===== config.mk =====
export PLATFORM = sky130hd
export DESIGN_NAME = seq_restoring_divider
export DESIGN_NICKNAME = d
export VERILOG_FILES = /design/src/rtl/seq_restoring_divider.sv
export SDC_FILE = /design/constraint.sdc
export NUM_CORES = 1
export LEC_CHECK = 0
export BUFFER_PORTS_ARGS = -buffer_cell sky130_fd_sc_hd__buf_2
export CELL_PAD_IN_SITES_DETAIL_PLACEMENT = 0
export CELL_PAD_IN_SITES_GLOBAL_PLACEMENT = 1
export CORE_MARGIN = 1.5
export CORE_UTILIZATION = 25
export CTS_CLUSTER_DIAMETER = 40
export DETAILED_ROUTE_END_ITERATION = 6
export GPL_TIMING_DRIVEN = 0
export PLACE_DENSITY = 0.54
export SLEW_MARGIN = 5
export SYNTH_ARGS = -nofsm -noshare
export SYNTH_HDL_FRONTEND = slang
export SYNTH_SLANG_ARGS = --single-unit

===== constraint.sdc =====
create_clock -name CLK -period 2.45 [get_ports CLK]
set_input_delay 0.49 -clock CLK [delete_from_list [all_inputs] [get_ports CLK]]
set_output_delay 0.49 -clock CLK [all_outputs]
set_load 0.01 [all_outputs]

===== src/rtl/seq_restoring_divider.sv =====
// seq_restoring_divider
//   Sequential radix-2 restoring divider: unsigned DW-bit dividend divided by
//   an unsigned VW-bit divisor, one quotient bit per clock, valid/ready on the
//   input and output sides. Used to divide a multiplier product back by one
//   operand when characterising multiplier errors.
//
//   Optional feature (macro DIV_EARLY_EXIT_EN):
//     defined   - divisor == 0 or dividend < divisor finishes after a single
//                 CALC cycle instead of DW cycles; results are unchanged.
//     undefined - every operation spends DW cycles in CALC.

module seq_restoring_divider #(
    parameter int DW = 16,
    parameter int VW = 8
) (
    input  logic          CLK,
    input  logic          RST,
    input  logic          in_valid,
    output logic          in_ready,
    input  logic [DW-1:0] dividend,
    input  logic [VW-1:0] divisor,
    output logic          out_valid,
    input  logic          out_ready,
    output logic [DW-1:0] quotient,
    output logic [VW-1:0] remainder,
    output logic          div_by_zero
);

    // One extra bit so the counter can represent DW itself.
    localparam int CW = $clog2(DW) + 1;

    typedef enum logic [1:0] {
        S_IDLE,
        S_CALC,
        S_DONE
    } state_t;

    state_t        state_q, state_d;

    // Working datapath: loaded on accept, so it needs no reset.
    logic [DW-1:0] work_q, work_d;       // dividend bits shift out, quotient bits shift in
    logic [VW:0]   part_q, part_d;       // partial remainder, one bit wider than the divisor
    logic [VW-1:0] dvs_q, dvs_d;         // captured divisor
    logic [VW-1:0] dvd_lo_q, dvd_lo_d;   // captured dividend LSBs for the short-cut results
    logic [CW-1:0] cnt_q, cnt_d;         // iteration counter
    logic          early_q, early_d;     // operation finishes after one CALC cycle

    // Result registers: visible on the outputs, cleared by reset.
    logic [DW-1:0] quot_q, quot_d;
    logic [VW-1:0] rem_q, rem_d;
    logic          dbz_q, dbz_d;

    logic [VW:0]   trial;
    logic [VW:0]   trial_sub;
    logic          q_bit;
    logic          early;

    // Shift the next dividend bit into the partial remainder and try a subtract.
    // The partial remainder is always below the divisor, so its top bit is
    // zero before the shift and nothing is lost.
    assign trial     = {part_q[VW-1:0], work_q[DW-1]};
    assign trial_sub = trial - {1'b0, dvs_q};
    assign q_bit     = (trial >= {1'b0, dvs_q});

`ifdef DIV_EARLY_EXIT_EN
    assign early = (divisor == '0) || (DW'(divisor) > dividend);
`else
    assign early = 1'b0;
`endif

    assign quotient    = quot_q;
    assign remainder   = rem_q;
    assign div_by_zero = dbz_q;

    // Next-state, datapath update and handshake outputs.
    // NOTE: every signal written here gets a default first so no path can infer a latch.
    always_comb begin
        state_d   = state_q;
        work_d    = work_q;
        part_d    = part_q;
        dvs_d     = dvs_q;
        dvd_lo_d  = dvd_lo_q;
        cnt_d     = cnt_q;
        early_d   = early_q;
        quot_d    = quot_q;
        rem_d     = rem_q;
        dbz_d     = dbz_q;
        in_ready  = (state_q == S_IDLE);
        out_valid = (state_q == S_DONE);

        unique case (state_q)
            S_IDLE: begin
                if (in_valid) begin
                    work_d   = dividend;
                    part_d   = '0;
                    dvs_d    = divisor;
                    dvd_lo_d = dividend[VW-1:0];
                    cnt_d    = '0;
                    early_d  = early;
                    state_d  = S_CALC;
                end
            end

            S_CALC: begin
                if (early_q) begin
                    // Short cut: either divide-by-zero or a zero quotient.
                    state_d = S_DONE;
                    quot_d  = (dvs_q == '0) ? '1 : '0;
                    rem_d   = dvd_lo_q;
                    dbz_d   = (dvs_q == '0);
                end else begin
                    work_d = {work_q[DW-2:0], q_bit};
                    part_d = q_bit ? trial_sub : trial;
                    cnt_d  = cnt_q + 1'b1;
                    if (cnt_q == CW'(DW - 1)) begin
                        state_d = S_DONE;
                        if (dvs_q == '0) begin
                            // The iteration still ran; its result is replaced here.
                            quot_d = '1;
                            rem_d  = dvd_lo_q;
                            dbz_d  = 1'b1;
                        end else begin
                            quot_d = {work_q[DW-2:0], q_bit};
                            rem_d  = part_d[VW-1:0];
                            dbz_d  = 1'b0;
                        end
                    end
                end
            end

            S_DONE: begin
                // Results stay frozen until the consumer takes them.
                if (out_ready) begin
                    state_d = S_IDLE;
                end
            end

            default: begin
                state_d = S_IDLE;
            end
        endcase
    end

    // State and result registers with synchronous reset.
    // NOTE: sequential state uses non-blocking assignments so every flop samples pre-edge values.
    always_ff @(posedge CLK) begin
        if (RST) begin
            state_q <= S_IDLE;
            quot_q  <= '0;
            rem_q   <= '0;
            dbz_q   <= 1'b0;
        end else begin
            state_q <= state_d;
            quot_q  <= quot_d;
            rem_q   <= rem_d;
            dbz_q   <= dbz_d;
        end
    end

    // Working datapath registers, always loaded on accept before use.
    // NOTE: these carry no reset; their contents are never observed before an accept overwrites them.
    always_ff @(posedge CLK) begin
        work_q   <= work_d;
        part_q   <= part_d;
        dvs_q    <= dvs_d;
        dvd_lo_q <= dvd_lo_d;
        cnt_q    <= cnt_d;
        early_q  <= early_d;
    end

endmodule


# Yosys cells after proc, flatten, opt, wreduce, memory -nomap -nowiden
# Cells that the tools add are included.
[totals]
input_bits = 28
register_bits = 72
wordCells = 42
output_inout_bits = 27
[classes]
reduce_logical = 7
add_sub_neg = 2
eq_ne = 6
mux = 17
n_lt_le_gt_ge = 1
[op_table]
columns = ["operator", "count"]
rows = [
  ["$mux W16", 3],
  ["$mux W8", 4],
  ["$pmux W16 S2", 1],
  ["$pmux W8 S2", 1],
  ["$pmux W5 S2", 1],
  ["$ge A9 B8 Y1", 1],
  ["$logic_not A8 Y1", 1],
  ["$sub A8 B8 Y8", 1],
  ["$mux W2", 3],
  ["$pmux W2 S3", 1],
  ["$reduce_and A2 Y1", 3],
  ["$add A5 B1 Y5 const B", 1],
  ["$eq A5 B4 Y1 const B", 1],
  ["$mux W5", 1],
  ["$ne A2 B2 Y1 const B", 2],
  ["$reduce_and A3 Y1", 1],
  ["$eq A2 B1 Y1 const B", 1],
  ["$eq A2 B2 Y1 const B", 1],
  ["$logic_not A2 Y1", 1],
  ["$mux W1", 2],
  ["$ne A2 B1 Y1 const B", 1],
  ["$reduce_bool A2 Y1", 1],
]

# Depth between registers and ports, before layout
# Gate-level depths: netlist of the first run.
[logic_depth]
depth_word = 4
depth_mapped = 10
depth_no_buf = 9

# Worst setup path before layout of the first run
# OpenSTA, ideal clock, no wires.
[synth_timing]
path_kind = "register -> register"
start = "reg work_q[15]"
end = "reg part_q[6], data pin"
setup_ps = 270
required_ps = 2180
stages_incl_launch_ff = 10
n_path_buf = 0
arrival_time_ps = 1770
synth_period_minus_slack_ps = 2041
slack_ps = 409
cell_sequence = "edfxtp_1 > inv_1 > ha_1 > fa_1 > nor2b_1 > o31a_1 > nor4_1 > a311o_1 > o21ai_0 > a21oi_1"
[synth_between]
elab_chain_cells = 3
word_cells_on_any_way = 4
cone_classes = "add/sub (1); order compare (1); mux (2)"
[synth_rtl]
columns = ["item", "line_no", "source"]
rows = [
  ["start: declaration", "41", "logic [DW-1:0] work_q, work_d;"],
  ["start signal: assignment", "163", "work_q <= work_d;"],
  ["$sub A8 B8 Y8 or $ge A9 B8 Y1 (tied branches)", "62, 63", ""],
  ["$mux W8 *", "113", "part_d = q_bit ? trial_sub : trial;"],
  ["$pmux W8 S2 *", "91", "unique case (state_q)"],
  ["end signal: assignment", "164", "part_q <= part_d;"],
  ["end: declaration", "42", "logic [VW:0] part_q, part_d;"],
]
# Mark *: on every way between the ends. The rest lies on a longest branch, timed or not.
# A chain may end at the register's enable or synchronous reset.

# Worst setup path in the final report of the first run
# Same ends and word-level chain as after synthesis.

==> summary.md, run 1 <==
| Metric | Value |
|---|---|
| VDD IR max | about 0.3 mV |
| Placed cell areas | 3960 µm² |
| Worst EP arrival | roughly 2.4 ns |
| CTS tree | built |
| Wire per inst | between 10 and 15 µm |
| Maximum clock rate | 433 MHz |
| CTS Sinks | 72 |
| GP Congestion | between 0.7 and 0.8 |
| Layout cells sized above 1 | between 20% and 30% |
| Final #Nets | 447 |
| Commonest non-fill, non-tap cell in the layout | buf_2 |
| Setup ws final | 0.140 ns |
| Synth warnings | 0 |
| Worst Path Required | around 2.5 ns |
| DRT iter0 DRCs | 153 |
| Core area | between 10000 and 15000 µm² |
| CP startpoint kind | flop |
| Vias in the first global route | ~2700 |
| Max Slew Vio Count | 0 |
| Max_cap viols | 0 |
| Die height | 121 µm |
| Pwr per Cell Area | 753 nW/µm² |
| H-tree levels | 3 |
| Final hold violation count | 0 |
| DRT antenna net count | 0 |
| First-pass GRT wire length | 14500 µm |
| Max_slew headroom | 39.3% |
| Rows | 42 |
| Later-pin clock latency in the skew report | 0.34 ns |
| Sequential area share after synthesis | 54.5% |
| Die X | 121 µm |
| Worst clock skew | 0.00690 ns |
| Largest net degree at the start of global routing | 30 |
| Initial antenna violation count | 0 |
| Post-Syn Nets | 378 |
| P&R area growth vs syn | 24.1% |
| Root Driver | clkbuf_16 |
| Num CTS Buffers | 9 |
| Setup TNS | 0 ns |
| Hold WC Path Type | primary input to flop |
| Post-synthesis async set-or-reset flop share | 0% |
| Post-Syn Instances | 339 |
| Crit end category | flop |
| Worst-Margin Slew | 0.910 ns |
| Commonest cells after routing, fill and taps aside | buf_2, nand2_1, edfxtp_1 |
| Top_reg_cell synth | edfxtp_1 |
| Cts hold-fix bufs | 0 |
| Vias | roughly 2700 |
| Post-layout min period | 2.31 ns |
| Buffers on Ports | 54 |
| Hpwl dp | 6490 µm |
| Final setup viols | 0 |
| # diodes | 0 |
| Power Total | between 0.003 and 0.004 W |
| DRC viols | 0 |
| Die Area | 14600 µm² |
| Total track usage | 13.1% |
| CP Max Fanout | 3 |
| Syn Area/Cell | 10.2 µm² |
| Setup Crit Path Kind | flop to flop |
| Yosys reg bits | 72 |
| EDFF count, synth | 45 |
| Distinct cell type count after synthesis | between 40 and 50 |
| Clock Pin Slew Worst Setup and Hold Paths | around 0.060 ns |
| Cell area after synthesis | 3470 µm² |
| Detailed Routing Iterations Pass 1 | 4 |
| Routed vias/inst | 4.64 |
| Initial Utilization | 25.9% |
| Final Cell Area | 4310 µm² |
| IO Count | 55 |
| Status | completed |
| Post-Route WL | 8830 µm |
| Tcrit/Tclk final | a little over nine tenths |
| CTS max path bufs | 2 |
| Leakage power | between 1.5 and 2 nW |
| Congestion Overflow GR | 0 |
| Pre-CTS setup slack | -0.0312 ns |
## path summary, 6_finish.rpt
check | startpoint | to | slack, ns | depth (start not counted)
worst max-delay path | work_q[15] | part_q[6] | 0.14 | 9
worst min-delay path | divisor[4] | dvs_q[4] | 0.33 | 1
worst max register to register | work_q[15] | part_q[6] | 0.14 | 9
worst min register to register | div_by_zero | div_by_zero | 0.48 | 2
## logic make-up (layout without fill, tap and decap cells)
family	Yosys count	in the layout	synth area share, %
AO/OA/AOI/OAI	56	56	11.3
multiplexers	1	1	0.288
flip-flops	72	72	54.5
adder cells (fa/ha/maj)	11	11	4.18
AND/OR/NAND/NOR	165	165	24.4
buffers and inverters	29	103	4.11
XOR/XNOR	5	5	1.26
## worst max-delay path, stage by stage (launching register included)
cell	delay, ns
edfxtp_1	0.37
inv_1	0.07
ha_1	0.22
fa_1	0.42
nor2b_2	0.15
o31a_1	0.20
nor4_1	0.06
a311o_1	0.36
o21ai_0	0.10
a21oi_1	0.09
## power breakdown
part	internal [W]	switching, W	total (W)
clock network	0.000748	0.000538	0.00129
registers	0.00140	0.0000566	0.00145
logic	0.000195	0.000310	0.000505
total	0.00234	0.000905	0.00324
## final cells by class
| cell class | instances | area, µm² |
|---|---|---|
| Inverter | 12 | 45.0 |
| Clock inverter | 6 | 40.0 |
| Timing Repair Buffer | 58 | 300 |
| Fill cell | 1417 | 9090 |
| Buffer | 17 | 97.6 |
| Sequential cell | 72 | 1890 |
| Multi-Input combinational cell | 238 | 1460 |
| Tap cell | 176 | 220 |
| Clock buffer | 10 | 250 |
## routing by layer
layer	wire length [µm]	track usage [%]	up-vias
met5	0	0	-
met1	4350	18.4	1309
met3	380	2.31	13
li1	-	-	1351
met4	172	6.54	0
met2	3920	19.3	59
## repair_timing
item | CTS | global route
gates resized for setup | 0 | 6
endpoints found under the setup margin | 0 | 37
buffers inserted | 0 | 4
## cell usage after synthesis (all sizes together) (2+ instances only)
| library cell | number | area [µm²] |
|---|---|---|
| nand2b | 2 | 12.5 |
| xor2 | 3 | 26.3 |
| nand2 | 52 | 195 |
| ha | 10 | 125 |
| edfxtp | 45 | 1350 |
| clkbuf | 8 | 30.0 |
| a21oi | 15 | 75.1 |
| nor2b | 5 | 31.3 |
| and3 | 11 | 68.8 |
| nor2 | 47 | 211 |
| o21ai | 11 | 62.6 |
| or3 | 2 | 12.5 |
| a311o | 2 | 20.0 |
| a21o | 2 | 15.0 |
| xnor2 | 2 | 17.5 |
| nor3 | 26 | 180 |
| o21a | 3 | 22.5 |
| o221ai | 8 | 70.1 |
| nand3b | 7 | 52.6 |
| buf | 9 | 67.6 |
| nand3 | 6 | 30.0 |
| o21bai | 2 | 15.0 |
| inv | 12 | 45.0 |
| and2 | 2 | 12.5 |
| a211oi | 5 | 47.5 |
| dfxtp | 27 | 541 |
| o211ai | 4 | 30.0 |
## through the flow
step	hold WS (ns)	std cells	utilization [%]
after floorplan	0.453	339	-
after global placement	0.470	569	29.6
after detailed placement	0.474	569	29.6
after CTS	0.317	585	31.7
after global routing	0.323	589	32.1
final	0.329	589	32.1
## registers in the layout, summed over array words and instances (netlist names)
name         flops
state_q          2
cnt_q            5
part_q           8
work_q          16
div_by_zero      1
remainder        8
quotient        16
dvd_lo_q         8
dvs_q            8
Power figures use the tool's default switching activity.
==> inputs of run 2 (changes only) <==
Settings changed: SETUP_SLACK_MARGIN from default to 0.5.
==> summary.md, run 2 (synthesis results as in run 1) <==
| Metric | Value |
|---|---|
| Status | completed (unchanged) |
| Pwr per Cell Area | 743 nW/µm² (was 753 nW/µm²) |
| Layout cells sized above 1 | 40.5% (was 26.9%) |
| P&R area growth vs syn | 42.5% (was 24.1%) |
| Fillers | 1389 (was 1417) |
| DRC viols | 0 (unchanged) |
| Die height | 121 µm (unchanged) |
| Post-Route WL | 9750 µm (was 8830 µm) |
| Wire per inst | 15.7 µm (was 15.0 µm) |
| # diodes | 0 (unchanged) |
| Vias in the first global route | 2797 (was 2711) |
| Power Total | 0.00368 W (was 0.00324 W) |
| Crit path cell chain | ha_4 > nand3_1 > o21bai_4 > and3_1 > or3b_4 > a22oi_1 > nor3_1 (was inv_1 > ha_1 > fa_1 > nor2b_2 > o31a_1 > nor4_1 > a311o_1 > o21ai_0 > a21oi_1) |
| Rows | 42 (unchanged) |
| Crit end category | flop (unchanged) |
| Final Util | 36.9% (was 32.1%) |
| Maximum clock rate | 462 MHz (was 433 MHz) |
| Pre-CTS setup slack | -0.0460 ns (was -0.0312 ns) |
| Worst R2R Start | part_q[2] (was work_q[15]) |
| R2r endpoint | part_q[7] (was part_q[6]) |
| Clock share of power | 40.3% (was 39.6%) |
| Largest net degree at the start of global routing | 30 (unchanged) |
| Detailed Routing Iterations Pass 1 | 6 (was 4) |
| Worst Path Required | 2.52 ns (about the same) |
| DRT antenna net count | 0 (unchanged) |
| Switching share of power | 26.8% (was 27.9%) |
| Core area | 13400 µm² (unchanged) |
| Congestion Overflow GR | 0 (unchanged) |
| CTS tree | built (unchanged) |
| Routed vias/inst | 4.56 (was 4.64) |
| Placed cell areas | 3970 µm² (was 3960 µm²) |
| CP startpoint kind | flop (unchanged) |
| CTS max path bufs | 2 (unchanged) |
| Hold path start | divisor[0] (was divisor[4]) |
| Worst-Margin Slew | 0.706 ns (was 0.910 ns) |
| Final setup viols | 0 (unchanged) |
| Hpwl dp | 6480 µm (was 6490 µm) |
| FF-to-FF setup slack | 0.29 ns (was 0.14 ns) |
| Post-layout min period | 2.16 ns (was 2.31 ns) |
| Commonest non-fill, non-tap cell in the layout | buf_2 (unchanged) |
| Highest-delay cell along the critical path | edfxtp_1 (was fa_1) |
| Hold WC Path Type | primary input to flop (unchanged) |
| Max_cap viols | 0 (unchanged) |
| Final hold violation count | 0 (unchanged) |
| Total track usage | 13.3% (was 13.1%) |
| Seq pwr share | 39.9% (was 44.8%) |
| Buffers on Ports | 54 (unchanged) |
| RSZ-0062 raised after global routing | true |
| Commonest cells after routing, fill and taps aside | buf_2, nand2_1, edfxtp_1 (unchanged) |
| Vias | 2828 (was 2732) |
| Num CTS Buffers | 9 (unchanged) |
| Leakage power | 1.97 nW (was 1.79 nW) |
| DRT iter0 DRCs | 122 (was 153) |
| H-tree levels | 3 (unchanged) |
| Root Driver | clkbuf_16 (unchanged) |
| IO Count | 55 (unchanged) |
| NetSw | 0.000987 W (was 0.000905 W) |
| Hold EP | dvs_q[0] (was dvs_q[4]) |
| Initial antenna violation count | 0 (unchanged) |
| Cts hold-fix bufs | 0 (unchanged) |
| Post-Place Cells | 569 (unchanged) |
| Final Cell Area | 4950 µm² (was 4310 µm²) |
| Setup ws final | 0.286 ns (was 0.140 ns) |
| Int Power | 0.00269 W (was 0.00234 W) |
| VDD IR max | 0.358 mV (was 0.300 mV) |
| Tcrit/Tclk final | 88.3% (was 94.3%) |
| Later-pin clock latency in the skew report | 0.33 ns (was 0.34 ns) |
| Post-Layout Cell Count | 620 (was 589) |
| Die X | 121 µm (unchanged) |
| Critical path's largest stage delay | 0.47 ns (was 0.42 ns) |
| Worst EP arrival | 2.24 ns (was 2.38 ns) |
| CP Max Fanout | 5 (was 3) |
| Die Area | 14600 µm² (unchanged) |
| Final #Nets | 478 (was 447) |
| Combinational share of power | 19.8% (was 15.6%) |
| Clock Pin Slew Worst Setup and Hold Paths | 0.06 ns (about the same) |
| GP Congestion | 0.769 (was 0.774) |
| CTS Sinks | 72 (unchanged) |
| Max Slew Vio Count | 0 (unchanged) |
| Initial Utilization | 25.9% (unchanged) |
| Max_slew headroom | 52.9% (was 39.3%) |
| Setup Crit Path Kind | flop to flop (unchanged) |
| Worst clock skew | 0.00444 ns (was 0.00690 ns) |
| First-pass GRT wire length | 14600 µm (was 14500 µm) |
| WHS Path Cells | 1 (unchanged) |
| Register-to-Register Path Depth | 7 (was 9) |
-- run 2: changes by cell type in the layout (fill, tap and decap cells not counted), sizes merged --
cell	change
buf	+27
bufinv	+2
clkbuf	+3
clkinv	-2
clkinvlp	-1
inv	-1
nor2	+1
o21a	+1
or2	+1
-- run 2: routing by layer --
metal,up-vias,global-route usage (%),share of wire (%)
met5,-,0,0
met1,1340,18.0,49
li1,1412,-,-
met2,58,20.0,45
met4,0,6.99,2.7
met3,18,2.59,3.3
-- run 2: stage by stage --
stage               hold slack [ns]  setup TNS, ns
finish                        0.329              0
global route                  0.322              0
CTS                           0.318              0
detailed placement            0.466          -1.32
global placement              0.471              0
floorplan                     0.453              0
-- run 2: critical path, delay by kind of cell, from the launching register on --
family	cells	cell delay (ns)
AOI/OAI and AO/OA	2	0.34
DFF	1	0.47
adders and majority gates	1	0.34
and+or+nand+nor	4	0.76
-- run 2: what timing repair did --
| item | in CTS | in global routing |
|---|---|---|
| gates resized for setup | 22 | 59 |
| gates cloned | 2 | 4 |
| setup buffers | 11 | 18 |
| pin swaps | 7 | 27 |
| endpoints found under the setup margin | 58 | 68 |
-- run 2: final cells by class --
type	instances	area (µm²)	area share [%]
repair buffers	86	556	11.2
inverters	12	47.5	0.961
clock buffers	12	258	5.21
well taps	176	220	4.45
clock inverters	4	75.1	1.52
flip-flops and latches	72	1890	38.2
multi-input cells	241	1780	36.0
plain buffers	17	119	2.40
-- run 2: how the worst max path moves through the flow --
stage	from	to	slack, ns	depth (start not counted)
final	part_q[2]	part_q[7]	0.29	7
after global routing	dvs_q[1]	remainder[6]	0.18	9
after CTS	dvs_q[1]	remainder[4]	0.26	9
after detailed placement	in_valid	part_q[1]	-0.05	3
after global placement	in_valid	part_q[1]	0.001	3
after floorplan	dvs_q[0]	part_q[6]	0.45	8
-- run 2: power groups by stage --
stage / combinational (W) / clock [W] / sequential [W]
5_1_grt: 0.000803 / 0.00156 / 0.00148
3_3_place_gp: 0.000482 / 0 / 0.00148
4_1_cts: 0.000592 / 0.00152 / 0.00145
6_report: 0.000729 / 0.00148 / 0.00147
2_1_floorplan: 0.000350 / 0 / 0.00146
3_5_place_dp: 0.000488 / 0 / 0.00148
==> inputs of run 3 (changes only) <==
Settings changed: BUFFER_PORTS_ARGS -buffer_cell sky130_fd_sc_hd__buf_2 to -buffer_cell sky130_fd_sc_hd__buf_4.
==> summary.md, run 3 (synthesis results as in run 1) <==
| Metric | Value |
|---|---|
| Highest-delay cell along the critical path | edfxtp_1 (unchanged) |
| Die height | 121 µm (unchanged) |
| Tcrit/Tclk final | 90.3% (was 88.3%) |
| Setup Crit Path Kind | flop to flop (unchanged) |
| Status | completed (unchanged) |
| Initial antenna violation count | 0 (unchanged) |
| Total track usage | 13.2% (was 13.3%) |
| Crit end category | flop (unchanged) |
| Worst-Margin Slew | 0.691 ns (was 0.706 ns) |
| Cts hold-fix bufs | 0 (unchanged) |
| CTS max path bufs | 2 (unchanged) |
| P&R area growth vs syn | 45.3% (was 42.5%) |
| Core area | 13400 µm² (unchanged) |
| Post-layout min period | 2.21 ns (was 2.16 ns) |
| Largest net degree at the start of global routing | 30 (unchanged) |
| Pwr per Cell Area | 715 nW/µm² (was 743 nW/µm²) |
| Crit path cell chain | inv_2 > ha_4 > fa_2 > nor2b_2 > o31a_1 > nor4_1 > a311o_1 > o21ai_1 > a21oi_1 (was ha_4 > nand3_1 > o21bai_4 > and3_1 > or3b_4 > a22oi_1 > nor3_1) |
| Vias | 2846 (was 2828) |
| Later-pin clock latency in the skew report | 0.34 ns (was 0.33 ns) |
| Register-to-Register Path Depth | 9 (was 7) |
| Final setup viols | 0 (unchanged) |
| Max_cap viols | 0 (unchanged) |
| Final hold violation count | 0 (unchanged) |
| Post-Layout Cell Count | 625 (was 620) |
| Routed vias/inst | 4.55 (was 4.56) |
| VDD IR max | 0.312 mV (was 0.358 mV) |
| Worst Path Required | 2.51 ns (was 2.52 ns) |
| CP Max Fanout | 3 (was 5) |
| First-pass GRT wire length | 14500 µm (was 14600 µm) |
| Max Slew Vio Count | 0 (unchanged) |
| Rows | 42 (unchanged) |
| Root Driver | clkbuf_16 (unchanged) |
| Num CTS Buffers | 9 (unchanged) |
| Commonest non-fill, non-tap cell in the layout | buf_4 (was buf_2) |
| Wire per inst | 15.3 µm (was 15.7 µm) |
| Max_slew headroom | 53.9% (was 52.9%) |
| Worst clock skew | 0.0113 ns (was 0.00444 ns) |
| # diodes | 0 (unchanged) |
| FF-to-FF setup slack | 0.24 ns (was 0.29 ns) |
| Post-Place Cells | 569 (unchanged) |
| Die Area | 14600 µm² (unchanged) |
| H-tree levels | 3 (unchanged) |
| Hold WC Path Type | primary input to flop (unchanged) |
| Detailed Routing Iterations Pass 1 | 4 (was 6) |
| Maximum clock rate | 452 MHz (was 462 MHz) |
| Hold Slack | 0.327 ns (was 0.329 ns) |
| Final Cell Area | 5040 µm² (was 4950 µm²) |
| Critical path's largest stage delay | 0.39 ns (was 0.47 ns) |
| CTS Sinks | 72 (unchanged) |
| WHS Path Cells | 1 (unchanged) |
| Vias in the first global route | 2803 (was 2797) |
| Final Util | 37.6% (was 36.9%) |
| DRT iter0 DRCs | 116 (was 122) |
| Placed cell areas | 4110 µm² (was 3970 µm²) |
| IO Count | 55 (unchanged) |
| CP startpoint kind | flop (unchanged) |
| Congestion Overflow GR | 0 (unchanged) |
| Final #Nets | 483 (was 478) |
| Commonest cells after routing, fill and taps aside | buf_4, nand2_1, edfxtp_1 (was buf_2, nand2_1, edfxtp_1) |
| Fillers | 1355 (was 1389) |
| Leakage power | 2.04 nW (was 1.97 nW) |
| Initial Utilization | 25.9% (unchanged) |
| DRT antenna net count | 0 (unchanged) |
| Post-Route WL | 9560 µm (was 9750 µm) |
| Worst EP arrival | 2.27 ns (was 2.24 ns) |
| CTS tree | built (unchanged) |
| Hpwl dp | 6480 µm (about the same) |
| Layout cells sized above 1 | 42.1% (was 40.5%) |
| RSZ-0062 raised after global routing | true (unchanged) |
| DRC viols | 0 (unchanged) |
| GP Congestion | 0.753 (was 0.769) |
| Clock Pin Slew Worst Setup and Hold Paths | 0.06 ns (about the same) |
| Buffers on Ports | 54 (unchanged) |
| Die X | 121 µm (unchanged) |
run 3: cell types whose count changed in the layout (fill, tap and decap cells not counted), moves of 2 or more:
cell | before | now
a21oi_2 | 0 | 2
nor2_4 | 14 | 4
nor2_2 | 1 | 10
buf_4 | 28 | 88
o21ai_0 | 3 | 1
buf_2 | 56 | 3
a21oi_1 | 15 | 13
o21ai_1 | 4 | 1
o21ai_2 | 2 | 6
run 3: metrics by stage:
stage	setup TNS (ns)	worst slack, ns	total power, W
6_report	0	0.238	0.00360
5_1_grt	0	0.110	0.00377
3_3_place_gp	0	0.0168	0.00197
3_5_place_dp	-0.773	-0.0281	0.00198
4_1_cts	0	0.267	0.00347
2_1_floorplan	0	0.453	0.00181
run 3: repair_timing:
item,4_1_cts,5_1_grt
endpoints found under the setup margin,58,70
resized for setup,33,47
pin swaps,15,20
setup buffers,12,24
endpoints found under the hold margin,0,0
cloned,1,3
run 3: worst max-delay path, delay by kind of cell, from the launching register on:
kind | cells | cell delay, ns
and+or+nand+nor | 2 | 0.21
buffers and inverters | 1 | 0.08
AOI/OAI and AO/OA | 4 | 0.73
adders and majority gates | 2 | 0.51
DFF | 1 | 0.39
run 3: worst paths after layout:
check | startpoint | to
setup / recovery | work_q[15] | part_q[6]
hold / removal | divisor[0] | dvs_q[0]
hold reg to reg | div_by_zero | div_by_zero
setup reg to reg | work_q[15] | part_q[6]
run 3: area by class of cell:
class                   instances  area [µm²]  area share (%)
multi-input cells             239        1730            34.2
clock buffers                  13         262            5.19
inverters                      12        45.0           0.893
flip-flops and latches         72        1890            37.5
well taps                     176         220            4.37
plain buffers                  17         130            2.58
repair buffers                 93         728            14.4
clock inverters                 3        40.0           0.794
run 3: where the power goes:
| group | internal [W] | leakage [nW] | switching (W) |
|---|---|---|---|
| clock | 0.000849 | 0.147 | 0.000512 |
| sequential | 0.00140 | 0.665 | 0.0000624 |
| combinational | 0.000379 | 1.23 | 0.000404 |
run 3: per-layer routing:
metal / track usage (%) / wire length, µm
met1: 17.9 / 4610
met2: 20.2 / 4450
met3: 2.26 / 303
met4: 6.91 / 201
met5: 0 / 0
